--- config.mk ---
export PLATFORM = sky130hd
export DESIGN_NAME = exe_div_seq
export DESIGN_NICKNAME = d
export VERILOG_FILES = /design/src/rtl/exe_div_seq.sv
export SDC_FILE = /design/constraint.sdc
export NUM_CORES = 1
export LEC_CHECK = 0
export ABC_AREA = 1
export CORE_ASPECT_RATIO = 1.1
export CORE_UTILIZATION = 50
export DETAILED_ROUTE_END_ITERATION = 7
export PLACE_DENSITY = 0.75
export SYNTH_ARGS = -nofsm -noshare
export SYNTH_HDL_FRONTEND = slang
export SYNTH_SLANG_ARGS = --single-unit
--- constraint.sdc ---
create_clock -name clk_i -period 7.5 [get_ports clk_i]
set_input_delay 1.5 -clock clk_i [delete_from_list [all_inputs] [get_ports clk_i]]
set_output_delay 1.5 -clock clk_i [all_outputs]
set_load 0.005 [all_outputs]
--- src/rtl/exe_div_seq.sv ---
// exe_div_seq: multi-cycle RV32M DIV/DIVU/REM/REMU sequencer for the execute stage.
// Radix-2 restoring division, one quotient bit per cycle. Divide-by-zero and
// signed overflow resolve without iterating.
// Ports:
//   clk_i, rst_i        clock, synchronous active-high reset
//   start_i             divide-class instruction present in exe this cycle
//   funct3_i            bit0=0 signed, bit1=1 remainder
//   dividend_i          rs1 value
//   divisor_i           rs2 value
//   reg_waddr_i         destination register
//   flush_i             abort current operation
//   busy_o              stall request to pipe_ctrl
//   done_o              one-cycle result-valid pulse
//   result_o            quotient or remainder (zero outside DONE)
//   reg_waddr_o         latched destination (zero outside DONE)
//   reg_we_o            write enable, equals done_o
module exe_div_seq #(
    parameter int unsigned DATA_WIDTH = 32,
    parameter int unsigned CNT_WIDTH  = 5
) (
    input  logic                  clk_i,
    input  logic                  rst_i,
    input  logic                  start_i,
    input  logic [2:0]            funct3_i,
    input  logic [DATA_WIDTH-1:0] dividend_i,
    input  logic [DATA_WIDTH-1:0] divisor_i,
    input  logic [4:0]            reg_waddr_i,
    input  logic                  flush_i,
    output logic                  busy_o,
    output logic                  done_o,
    output logic [DATA_WIDTH-1:0] result_o,
    output logic [4:0]            reg_waddr_o,
    output logic                  reg_we_o
);

    localparam logic [1:0] S_IDLE = 2'd0;
    localparam logic [1:0] S_CALC = 2'd1;
    localparam logic [1:0] S_DONE = 2'd2;

    localparam logic [CNT_WIDTH-1:0]  LAST_CNT = CNT_WIDTH'(DATA_WIDTH - 1);
    localparam logic [DATA_WIDTH-1:0] MIN_NEG  = {1'b1, {(DATA_WIDTH-1){1'b0}}};

    logic [1:0]            state_q, state_d;
    logic [CNT_WIDTH-1:0]  cnt_q;
    logic [DATA_WIDTH-1:0] rem_q, quot_q, dvsr_q, result_q;
    logic [4:0]            waddr_q;
    logic                  is_rem_q, neg_quot_q, neg_rem_q;

    logic                  accept, is_signed, is_rem, div_zero, overflow;
    logic                  dvd_neg, dvs_neg, last;
    logic [DATA_WIDTH-1:0] dvd_abs, dvs_abs;
    logic [DATA_WIDTH:0]   shifted, diff;
    logic [DATA_WIDTH-1:0] rem_next, quot_next, rem_fix, quot_fix;
    logic                  unused_funct3;

    assign unused_funct3 = funct3_i[2];

    // Operand decode and special-case detection at acceptance.
    always_comb begin
        accept    = (state_q == S_IDLE) & start_i & ~flush_i;
        is_signed = ~funct3_i[0];
        is_rem    = funct3_i[1];
        div_zero  = (divisor_i == '0);
        overflow  = is_signed & (dividend_i == MIN_NEG) & (divisor_i == '1);
        dvd_neg   = is_signed & dividend_i[DATA_WIDTH-1];
        dvs_neg   = is_signed & divisor_i[DATA_WIDTH-1];
        dvd_abs   = dvd_neg ? (DATA_WIDTH'(0) - dividend_i) : dividend_i;
        dvs_abs   = dvs_neg ? (DATA_WIDTH'(0) - divisor_i) : divisor_i;
    end

    // One restoring-division step; diff[DATA_WIDTH] set means the trial went negative.
    always_comb begin
        shifted   = {rem_q, quot_q[DATA_WIDTH-1]};
        diff      = shifted - {1'b0, dvsr_q};
        rem_next  = diff[DATA_WIDTH] ? shifted[DATA_WIDTH-1:0] : diff[DATA_WIDTH-1:0];
        quot_next = {quot_q[DATA_WIDTH-2:0], ~diff[DATA_WIDTH]};
        rem_fix   = neg_rem_q  ? (DATA_WIDTH'(0) - rem_next)  : rem_next;
        quot_fix  = neg_quot_q ? (DATA_WIDTH'(0) - quot_next) : quot_next;
        last      = (cnt_q == LAST_CNT);
    end

    // State register.
    always_ff @(posedge clk_i) begin
        if (rst_i) state_q <= S_IDLE;
        else       state_q <= state_d;
    end

    // Next-state and output decode.
    always_comb begin
        state_d     = state_q;
        busy_o      = 1'b0;
        done_o      = 1'b0;
        reg_we_o    = 1'b0;
        result_o    = '0;
        reg_waddr_o = '0;
        case (state_q)
            S_IDLE: begin
                busy_o = start_i & ~flush_i;
                if (accept) state_d = (div_zero | overflow) ? S_DONE : S_CALC;
            end
            S_CALC: begin
                busy_o = 1'b1;
                if (flush_i)   state_d = S_IDLE;
                else if (last) state_d = S_DONE;
            end
            S_DONE: begin
                // start_i here still belongs to the instruction just finished.
                done_o      = 1'b1;
                reg_we_o    = 1'b1;
                result_o    = result_q;
                reg_waddr_o = waddr_q;
                state_d     = S_IDLE;
            end
            default: state_d = S_IDLE;
        endcase
    end

    // Datapath registers.
    always_ff @(posedge clk_i) begin
        if (rst_i) begin
            cnt_q      <= '0;
            rem_q      <= '0;
            quot_q     <= '0;
            dvsr_q     <= '0;
            result_q   <= '0;
            waddr_q    <= '0;
            is_rem_q   <= 1'b0;
            neg_quot_q <= 1'b0;
            neg_rem_q  <= 1'b0;
        end else if (accept) begin
            is_rem_q <= is_rem;
            waddr_q  <= reg_waddr_i;
            if (div_zero) begin
                result_q <= is_rem ? dividend_i : '1;
            end else if (overflow) begin
                result_q <= is_rem ? '0 : MIN_NEG;
            end else begin
                quot_q     <= dvd_abs;
                dvsr_q     <= dvs_abs;
                rem_q      <= '0;
                cnt_q      <= '0;
                neg_quot_q <= dvd_neg ^ dvs_neg;
                neg_rem_q  <= dvd_neg;
            end
        end else if ((state_q == S_CALC) && !flush_i) begin
            rem_q  <= rem_next;
            quot_q <= quot_next;
            cnt_q  <= cnt_q + CNT_WIDTH'(1);
            if (last) result_q <= is_rem_q ? rem_fix : quot_fix;
        end
    end

endmodule

# ---- After elaboration in Yosys (flattened, before gate mapping)
# Index checks and enable logic that the tools add are counted.
# Widths: inputs -> output; s select.
dict set report totals {
  word_cells 84
  input_bits 76
  regBits 143
  output_inout_bits 40
}
dict set report classes {
  n_bitwise 14
  n_reduce_logical 10
  addsub 6
  eq_ne 10
  n_mux 34
}
# operator n
set ops {}
lappend ops {{$mux 32} 22}
lappend ops {{$sub 1x32->32 const A} 4}
lappend ops {{$eq 32x32->1 const B} 2}
lappend ops {{$sub 33x32->33} 1}
lappend ops {{$logic_not 32->1} 1}
lappend ops {{$mux 5} 5}
lappend ops {{$reduce_and 3->1} 3}
lappend ops {{$mux 2} 4}
lappend ops {{$and 1x1->1} 7}
lappend ops {{$ne 2x2->1 const B} 3}
lappend ops {{$add 5x1->5 const B} 1}
lappend ops {{$eq 5x5->1 const B} 1}
lappend ops {{$not 1->1} 5}
lappend ops {{$pmux 2 s2} 1}
lappend ops {{$reduce_bool 2->1} 2}
lappend ops {{$ne 3x1->1 const B} 1}
lappend ops {{$ne 3x3->1 const B} 1}
lappend ops {{$eq 2x1->1 const B} 1}
lappend ops {{$eq 2x2->1 const B} 1}
lappend ops {{$logic_not 2->1} 1}
lappend ops {{$pmux 1 s2} 1}
lappend ops {{$reduce_and 2->1} 1}
lappend ops {{$logic_and 1x1->1} 1}
lappend ops {{$logic_not 1->1} 1}
lappend ops {{other kinds (3)} 3}

# ---- Depth between registers and ports, before layout
# Gate-level depths: netlist (run 1).
dict set report depth {
  word_depth 8
  ltp_mapped 34
  ltp_nobuf 33
}

# ---- Least setup slack after synthesis (run 1)
# No wires, ideal clock.
dict set report synth_timing {
  path_kind {input -> output}
  startpoint {in flush_i}
  endpoint {out busy_o}
  cell_stages 6
  slack_ns 3.473
  t_required_ns 6.000
  n_path_buf 3
  t_arrival_ns 2.526
  path_cell_list {inv_1 -> nand3_1 -> clkbuf_1 -> clkbuf_1 -> buf_2 -> nand2_1}
}
dict set report synth_via {
  elab_chain_len 3
}
# item line
set synth_lines {}
lappend synth_lines {{start: declaration} 28} ;# input logic flush_i,
lappend synth_lines {{$not 1->1} 98} ;# busy_o = start_i & ~flush_i;
lappend synth_lines {{$and 1x1->1} 98}
lappend synth_lines {{$pmux 1 s2} 96} ;# case (state_q)
lappend synth_lines {{end: declaration} 29} ;# output logic busy_o,
# Every way passes these cells.

# ---- Worst setup path in the final report (run 1)
dict set report layout_timing {
  startpoint {in dividend_i[0]}
  endpoint {reg result_q[31]}
}
dict set report layout_via {
  elab_chain_len 5
}
# item line
set layout_lines {}
lappend layout_lines {{start: declaration} 25} ;# input logic [DATA_WIDTH-1:0] dividend_i,
lappend layout_lines {{$eq 32x32->1} 64} ;# overflow = is_signed & (dividend_i == MIN_NEG) & (divisor_i == '1);
lappend layout_lines {{$and 1x1->1 (2 in a row)} 64}
lappend layout_lines {{$ne 3x1->1 (no line)} n/a}
lappend layout_lines {{$reduce_and 3->1 (no line)} n/a}
lappend layout_lines {{end signal: assignment} 134} ;# result_q <= is_rem ? dividend_i : '1;
lappend layout_lines {{end signal: assignment} 136} ;# result_q <= is_rem ? '0 : MIN_NEG;
lappend layout_lines {{end signal: assignment} 149} ;# if (last) result_q <= is_rem_q ? rem_fix : quot_fix;
lappend layout_lines {{end: declaration} 45} ;# logic [DATA_WIDTH-1:0] rem_q, quot_q, dvsr_q, result_q;
# Every way passes these cells.
# A chain may end at the register's enable or synchronous reset.

==> results of run 1 <==
-- metrics by stage --
stage	utilization, %	setup slack (ns)	power [mW]	hold slack [ns]
after floorplan	-	3.47	1.68	0.430
after global placement	55.6	1.97	1.96	0.441
after detailed placement	55.6	1.84	1.97	0.447
after CTS	57.8	2.27	2.80	0.456
after global routing	57.8	1.94	2.99	0.487
final	57.8	2.22	2.81	0.457
-- power by group --
part           internal, mW  switching [mW]
Clock                 0.444           0.385
Combinational         0.363           0.784
Sequential            0.803          0.0308
Total                  1.61            1.20
-- kinds of logic (layout without fill, tap and decap cells) --
logic type	count (synthesis)	count (layout)	share of synthesized area, %
and+or+nand+nor	1109	1109	37.6
adders and majority gates	40	40	3.97
AOI/OAI and AO/OA	447	447	19.8
xor gates and xnor gates	48	48	3.28
DFF	143	143	22.4
buffers and inverters	414	483	12.9
-- synth_stat cells (all sizes together), types with 11 or more instances --
cell / number
ha: 39
dfxtp: 143
xor2: 37
xnor2: 11
buf: 37
nor2: 222
a31oi: 18
a21oi: 196
inv: 325
clkbuf: 51
o211ai: 11
o22ai: 30
nor3: 40
nand2: 639
nand4: 30
nand3: 148
o21ai: 155
-- path summary, 6_finish.rpt --
kind | from | endpoint | slack (ns) | cells after the start
worst max-delay path | dividend_i[0] | result_q[31] | 2.22 | 16
worst min-delay path | waddr_q[4] | waddr_q[4] | 0.46 | 2
worst max register to register | quot_q[31] | result_q[30] | 2.44 | 32
worst min register to register | waddr_q[4] | waddr_q[4] | 0.46 | 2
-- metal layers --
metal	wire length [um]	global-route usage (%)	share of wire, %
met1	17800	40.5	42
met2	19500	54.6	46
met3	2590	3.50	6.2
met4	2060	16.6	4.9
met5	0	0	0
-- area by class of cell --
class	count	area (sq um)	area share, %
Multi-Input combinational cell	1644	8300	57.0
Sequential cell	143	2860	19.7
Inverter	326	1220	8.40
Timing Repair Buffer	125	1220	8.37
Clock buffer	18	439	3.02
Tap cell	315	394	2.71
Clock inverter	14	123	0.842
-- placed cells by master, fill, tap and decap left out, drive strengths merged, types with 8 or more instances in the layout --
cell	synthesis	layout
clkdlybuf4s50	0	113
xnor2	11	11
clkbuf	51	18
xor2	37	37
nand3b	9	9
a21oi	196	196
a31oi	18	18
nand2	639	639
dfxtp	143	143
or2	9	9
o211ai	11	11
inv	325	333
ha	39	39
buf	37	12
o31ai	8	8
nor3	40	40
o22ai	30	30
nand3	148	148
nand4	30	30
nor2	222	222
o21ai	155	155
-- critical path, cell delays in order --
cell and delay (ns):
clkdlybuf4s50_1 0.47, inv_1 0.15, ha_1 0.22, nand3_1 0.18, nor2_1 0.18, nand4_1 0.20
nor3_1 0.48, nand4_1 0.14, o31ai_1 0.11, inv_1 0.08, nand2_2 0.16, nand2_2 0.48
inv_1 0.88, o21a_1 0.22, nand2_1 0.07, a21oi_2 0.11
-- flip-flops by register name, summed over array words and instances (netlist names) --
name,count
cnt_q,5
dvsr_q,32
is_rem_q,1
neg_quot_q,1
neg_rem_q,1
quot_q,32
rem_q,32
result_q,32
state_q,2
waddr_q,5
==> metrics, run 1 <==
status finished with violations; violated checks design-rule violations; clk_skew 0.0163 ns; Design Area, Final 0.0146 sq mm; Die W 155 um; RSZ-0062 raised after global routing false; ratio of cells with drive above 1 in the final layout 6.56%; period utilization 70.4%; drt wl/cell 16.3 um; prevailing post-synth register cell dfxtp_1; Synth Area per Inst 5.81 sq um; cell count after synthesis 2201; row cnt 61; Post-synth EDFFs 0; ant diodes 0; number of max-cap violations 0; initial core utilization 50.8%; crit path DAT 5.64 ns; Detailed Route Iter0 Violations 1059; fillers 2574; initial antenna violation count 0; Final Hold Viols 0; Hold Path Class flip-flop to flip-flop; Hold Buf Count CTS 0; CTS clk-pin slew, worst paths 0.07 ns; port bufs 114; Synth cell types 58; fin crit period 5.28 ns; Leak 6.84 nW; Max VDD drop 0.000153 V; DRT Wirelength 42.0 mm; Async S/R FF share, synth 0%; Slew Limit Fails 0; Max FO, Critical Path 37; Avg Vias per Cell 5.59; Synth-to-Final Area Change 13.8%; global route total overflow 0; Final HPWL DP 32.1 mm; pin count of the biggest net entering global routing 76; startpoint types input port; post-cts resize count 0; Skew-Pair Late Insertion Delay 0.44 ns; global-route wire length before repair 67.6 mm; Post-CTS Setup Repair Bufs 0; DRC viols 2; clock root cell clkbuf_16; vias 14.4k; Required @ worst endpoint 7.86 ns; setup tns final 0 ns; Die Area 0.0262 sq mm; largest area contributor in the netlist dfxtp_1; Post-DP Area 0.0140 sq mm; NumNets Final 2373; Setup CP Type input port to flip-flop; die span in y 170 um; io pins 116; number of CTS-inserted buffers 17; area fraction of the dominant cell type after synthesis 22.4%; vias in the first global route 13.2k; Yosys warning total 0; Pre-antenna DRT Iters 8; Worst Tran Pin Value 1.07 ns; Rel. slew slack 28.7%; Sink Count 143; Longest Clk Path Bufs 2; Core Box Area 0.0252 sq mm; Pwr Density 193 mW/mm^2; Finished Layout Cells 2585; gpl congestion 0.955; Fmax 0.189 GHz; Synth area leaders dfxtp_1 22%, nand2_1 18%, inv_1 9.3%; Setup Viol. Count Final 0; CTS H-Tree Depth 4; placed insts 2553; GR Util All Layers 32.3%; synthesized area 0.0128 sq mm; CP endpoint kind flip-flop; post-synthesis register bit count 143; CTS tree yes; ANT nets after route 0; Synthesized Nets 2317; post-synthesis sequential area ratio 22.4%
Note: power is estimated with default switching activity, not from simulation.
==> inputs of run 2 (changes only) <==
clock period = 5.25 ns   (was 7.5 ns; I/O delays follow)
==> run 2 against run 1 <==
  * The run now ends clean
  * Global-route usage is 0.47 points higher
  * Clock skew decreased by 0.0015 ns
  * Cell count rose by 0.39%
  * Combinational power is 44% higher
  * Routed wire length increased by 1.1%
  * Hold slack gained 0.00069 ns
  * Sequential cell count unchanged
  * Non-clock buffer count is 10 higher
  * Critical path depth increased by 16
  * Cell area is 0.84% higher
  * Register-to-register slack worse by 2.0 ns
  * Largest cell class unchanged
==> metrics, run 2 (synthesis gave the netlist of run 1 again) <==
status completed; CTS clk-pin slew, worst paths 0.08 ns (about the same); Longest Clk Path Bufs 2 (unchanged); Final HPWL DP 32.8 mm (+2.1%); vias 14.5k (+0.33%); number of CTS-inserted buffers 17 (unchanged); Hold Path Class flip-flop to flip-flop; DRC viols 0 (-2); fillers 2557 (-0.66%); most common cell after layout, fill and taps aside nand2_1; Hold Buf Count CTS 0 (unchanged); vias in the first global route 13.2k (-0.32%); Synth-to-Final Area Change 14.8%; global-route wire length before repair 68.0 mm (+0.63%); Detailed Route Iter0 Violations 1127 (+6.4%); Worst Tran Pin Value 0.733 ns (-0.337 ns); Leak 6.91 nW (+1.1%); CTS H-Tree Depth 4 (unchanged); clock root cell clkbuf_16; Setup CP Type flip-flop to flip-flop; drt wl/cell 16.4 um (+0.71%); Skew-Pair Late Insertion Delay 0.44 ns (about the same); initial core utilization 50.8% (unchanged); number of max-cap violations 0 (unchanged); clk_skew 0.0148 ns (-0.00153 ns); crit path DAT 5.19 ns (-0.45 ns); port bufs 114 (unchanged); post-cts resize count 0 (unchanged); most frequent cells in the layout 599 x nand2_1, 316 x inv_1, 204 x nor2_1; Rel. slew slack 50.7% (+22 points); ratio of cells with drive above 1 in the final layout 6.97% (+0.41 points); Final Util 58.3% (+0.49 points); ant diodes 0 (unchanged); Required @ worst endpoint 5.62 ns (-2.24 ns); row cnt 61 (unchanged); fin crit period 4.82 ns; FF-to-FF setup slack 0.43 ns (-2.01 ns); pin count of the biggest net entering global routing 68 (-11%); CP endpoint kind flip-flop; crit-path max cell delay 0.45 ns (-0.43 ns); Die W 155 um (unchanged); WL met3 2.86 mm (+10%); Max VDD drop 0.000199 V (+31%); Pre-antenna DRT Iters 6 (-2); io pins 116 (unchanged); Die Area 0.0262 sq mm (unchanged); period utilization 91.7%; Fmax 0.208 GHz; Slew Limit Fails 0 (unchanged); Post-CTS Setup Repair Bufs 0 (unchanged); max layer used met4; Fin Hold WS 0.457 ns (+0.000690 ns); CP most frequent cell inv_1; GR Util All Layers 32.7% (+0.47 points); met2 wire length 19.8 mm (+1.4%); CTS tree yes; Design Area, Final 0.0147 sq mm (+0.84%); die span in y 170 um (unchanged); Core Box Area 0.0252 sq mm (unchanged); met1 wire length 17.7 mm (-0.58%); setup tns final 0 ns (unchanged); initial antenna violation count 0 (unchanged); startpoint types flip-flop; RSZ-0062 raised after global routing false; global route total overflow 0 (unchanged); Setup Viol. Count Final 0 (unchanged); Final Power 4.10 mW (+46%); Max FO, Critical Path 6 (-84%); NumNets Final 2383 (+0.42%); ANT nets after route 0 (unchanged); DRT Wirelength 42.5 mm (+1.1%); gpl congestion 1.01 (+5.7%); Pwr Density 279 mW/mm^2 (+45%); Avg Vias per Cell 5.59 (about the same); Sink Count 143 (unchanged); Final Hold Viols 0 (unchanged); Post-DP Area 0.0141 sq mm (+0.54%); CP max stage cell fa_1
==> run 2: cell types whose count changed in the layout (fill, tap and decap cells not counted) <==
cell        change
buf_4          +10
clkinv_8        +5
clkinvlp_4      -3
clkbuf_8        -1
clkinv_2        -1
clkinv_4        -1
inv_12          +1
==> run 2: path summary, 6_finish.rpt <==
check / start / end / cells past startpoint
setup / recovery: quot_q[31] / result_q[30] / 32
setup reg to reg: quot_q[31] / result_q[30] / 32
hold reg to reg: waddr_q[1] / waddr_q[1] / 2
hold / removal: waddr_q[1] / waddr_q[1] / 2
==> run 2: layout make-up <==
type                    count  area [sq um]  share of cell area, %
well taps                 315           394                   2.68
repair buffers            135          1290                   8.81
clock inverters            15           184                   1.25
clock buffers              17           425                   2.90
multi-input cells        1644          8300                   56.5
flip-flops and latches    143          2860                   19.5
inverters                 326          1220                   8.33
==> run 2: critical path: cells and delay by family (launching register included) <==
kind	cells	cell delay [ns]
buffers and inverters	7	0.66
AOI/OAI and AO/OA	5	0.65
adders and majority gates	3	0.85
and+or+nand+nor	17	2.27
DFF	1	0.32
==> run 2: through the flow <==
stage / setup slack [ns] / std cells
floorplan: 1.52 / 2201
global placement: 0.606 / 2563
detailed placement: 0.544 / 2563
CTS: 0.496 / 2595
global route: 0.0315 / 2595
finish: 0.434 / 2595
==> run 2: routing by layer <==
metal | vias to the layer above | GRT usage, %
met5 | - | 0
met4 | 0 | 16.9
met3 | 90 | 3.96
met2 | 589 | 55.1
met1 | 6561 | 41.1
li1 | 7255 | -
==> run 2: report_power, final <==
group / total (mW) / switching, mW / internal [mW]
registers: 1.19 / 0.0445 / 1.15
clock network: 1.25 / 0.606 / 0.649
logic: 1.66 / 1.13 / 0.527
total: 4.10 / 1.78 / 2.32
==> inputs of run 3 (changes only) <==
SETUP_SLACK_MARGIN = 0.5   (was unset)
==> run 3 against run 2 <==
  * Core utilization is 0.10 points higher
  * Total power is 0.18% higher
  * Routed wire length is 0.24% lower
  * Via count down 0.23%
  * Die area stayed put
  * Cell count unchanged
  * Fmax increased by 11%
  * Count of clock-buffer cells in the layout did not move
  * Largest power group unchanged
  * Highest routed layer unchanged
==> metrics, run 3 (synthesis gave the netlist of run 1 again) <==
Max VDD drop 0.000202 V (+1.4%); DRC viols 0 (unchanged); Pwr Density 279 mW/mm^2 (about the same); initial core utilization 50.8% (unchanged); initial antenna violation count 0 (unchanged); Setup Viol. Count Final 0 (unchanged); gpl congestion 1.01 (unchanged); Synth-to-Final Area Change 15.0%; Final HPWL DP 32.8 mm (unchanged); die span in y 170 um (unchanged); sequential power share 29.0% (about the same); Detailed Route Iter0 Violations 1126 (-0.089%); Finished Layout Cells 2595 (unchanged); startpoint types flip-flop; Hold Buf Count CTS 0 (unchanged); clk_skew 0.0156 ns (+0.000775 ns); fin crit period 4.34 ns (-0.477 ns); NumNets Final 2383 (unchanged); Setup CP Type flip-flop to flip-flop; drt wl/cell 16.3 um (-0.24%); Sink Count 143 (unchanged); row cnt 61 (unchanged); vias 14.5k (-0.23%); CP max stage cell fa_2; CTS tree yes; NetSw 1.78 mW (+0.28%); R2R depth 32 (unchanged); Worst Hold Path Cells 2 (unchanged); Post-CTS Setup Repair Bufs 0 (unchanged); Final Hold Viols 0 (unchanged); Clock Power Share 30.7% (about the same); Longest Clk Path Bufs 2 (unchanged); placed insts 2563 (unchanged); Reg2Reg Launch Point quot_q[31]; Crit. Startpoint quot_q[31]; Core Box Area 0.0252 sq mm (unchanged); Worst Tran Pin Value 0.655 ns (-0.0785 ns); ANT nets after route 0 (unchanged); vias in the first global route 13.2k (+0.038%); switching share of power 43.4% (+0.044 points); clock root cell clkbuf_16; setup tns final 0 ns (unchanged); Die W 155 um (unchanged); period utilization 82.6% (-9.1 points); min-delay src waddr_q[1]; Die Area 0.0262 sq mm (unchanged); Avg Vias per Cell 5.57 (-0.23%); most frequent cells in the layout 599 x nand2_1, 315 x inv_1, 204 x nor2_1; number of CTS-inserted buffers 17 (unchanged); pin count of the biggest net entering global routing 68 (unchanged); Leak 6.91 nW (about the same); CP endpoint kind flip-flop; number of max-cap violations 0 (unchanged); crit path DAT 4.71 ns (-0.48 ns); CTS H-Tree Depth 4 (unchanged); Required @ worst endpoint 5.62 ns (about the same); Max FO, Critical Path 6 (unchanged); combinational power share 40.3% (about the same); most common cell after layout, fill and taps aside nand2_1; Rel. slew slack 56.0% (+5.3 points); RSZ-0062 raised after global routing false; port bufs 114 (unchanged); Fmax 0.230 GHz (+11%); io pins 116 (unchanged); Skew-Pair Late Insertion Delay 0.44 ns (about the same); global-route wire length before repair 68.0 mm (about the same); GR Util All Layers 32.7% (about the same); CTS clk-pin slew, worst paths 0.08 ns (about the same); DRT Wirelength 42.4 mm (-0.24%); Pre-antenna DRT Iters 6 (unchanged); global route total overflow 0 (unchanged); Slew Limit Fails 0 (unchanged); ant diodes 0 (unchanged); P_int 2.32 mW (+0.10%); ratio of cells with drive above 1 in the final layout 7.24% (+0.26 points); status completed; Hold Path Class flip-flop to flip-flop; crit-path max cell delay 0.37 ns (-0.08 ns)
run 3: area by class of cell:
cell class,instances,area [sq um]
flip-flops and latches,143,2860
well taps,315,394
clock inverters,15,184
repair buffers,135,1290
inverters,326,1220
fillers,2556,10500
multi-input cells,1644,8330
clock buffers,17,425
run 3: power by group through the flow:
| stage | clock network (mW) | registers (mW) | logic [mW] |
|---|---|---|---|
| 2_1_floorplan | 0 | 1.20 | 1.20 |
| 3_3_place_gp | 0 | 1.21 | 1.60 |
| 3_5_place_dp | 0 | 1.21 | 1.62 |
| 4_1_cts | 1.26 | 1.19 | 1.63 |
| 5_1_grt | 1.32 | 1.20 | 1.86 |
| 6_report | 1.26 | 1.19 | 1.66 |
run 3: critical path, delay by kind of cell (launching register included):
kind,cells,cell delay (ns)
adders and majority gates,3,0.76
buffers and inverters,7,0.56
and+or+nand+nor,17,1.99
AOI/OAI and AO/OA,5,0.62
DFF,1,0.32
run 3: routing by layer:
layer / wire [um] / GRT usage (%) / vias to the layer above
met2: 19700 / 55.1 / 572
met4: 2010 / 16.9 / 0
met5: 0 / 0 / -
li1: - / - / 7256
met1: 17900 / 41.1 / 6547
met3: 2770 / 3.96 / 86
run 3: stage by stage:
step | setup slack (ns) | area [sq um] | total power, mW | hold slack (ns) | utilization (%)
2_1_floorplan | 1.52 | 12800 | 2.40 | 0.430 | -
6_report | 0.911 | 14700 | 4.11 | 0.457 | 58.4
5_1_grt | 0.547 | 14700 | 4.37 | 0.485 | 58.4
3_3_place_gp | 0.606 | 14100 | 2.81 | 0.442 | 55.9
3_5_place_dp | 0.544 | 14100 | 2.83 | 0.446 | 55.9
4_1_cts | 0.693 | 14700 | 4.08 | 0.457 | 58.3
run 3: worst paths after layout:
| kind | endpoint | slack (ns) |
|---|---|---|
| worst min register to register | waddr_q[1] | 0.46 |
| worst max-delay path | result_q[30] | 0.91 |
| worst min-delay path | waddr_q[1] | 0.46 |
| worst max register to register | result_q[30] | 0.91 |
run 3: repair_timing:
| action | 4_1_cts | 5_1_grt |
|---|---|---|
| pin swaps | 0 | 1 |
| endpoints found under the setup margin | 1 | 4 |
| gates resized for setup | 1 | 6 |
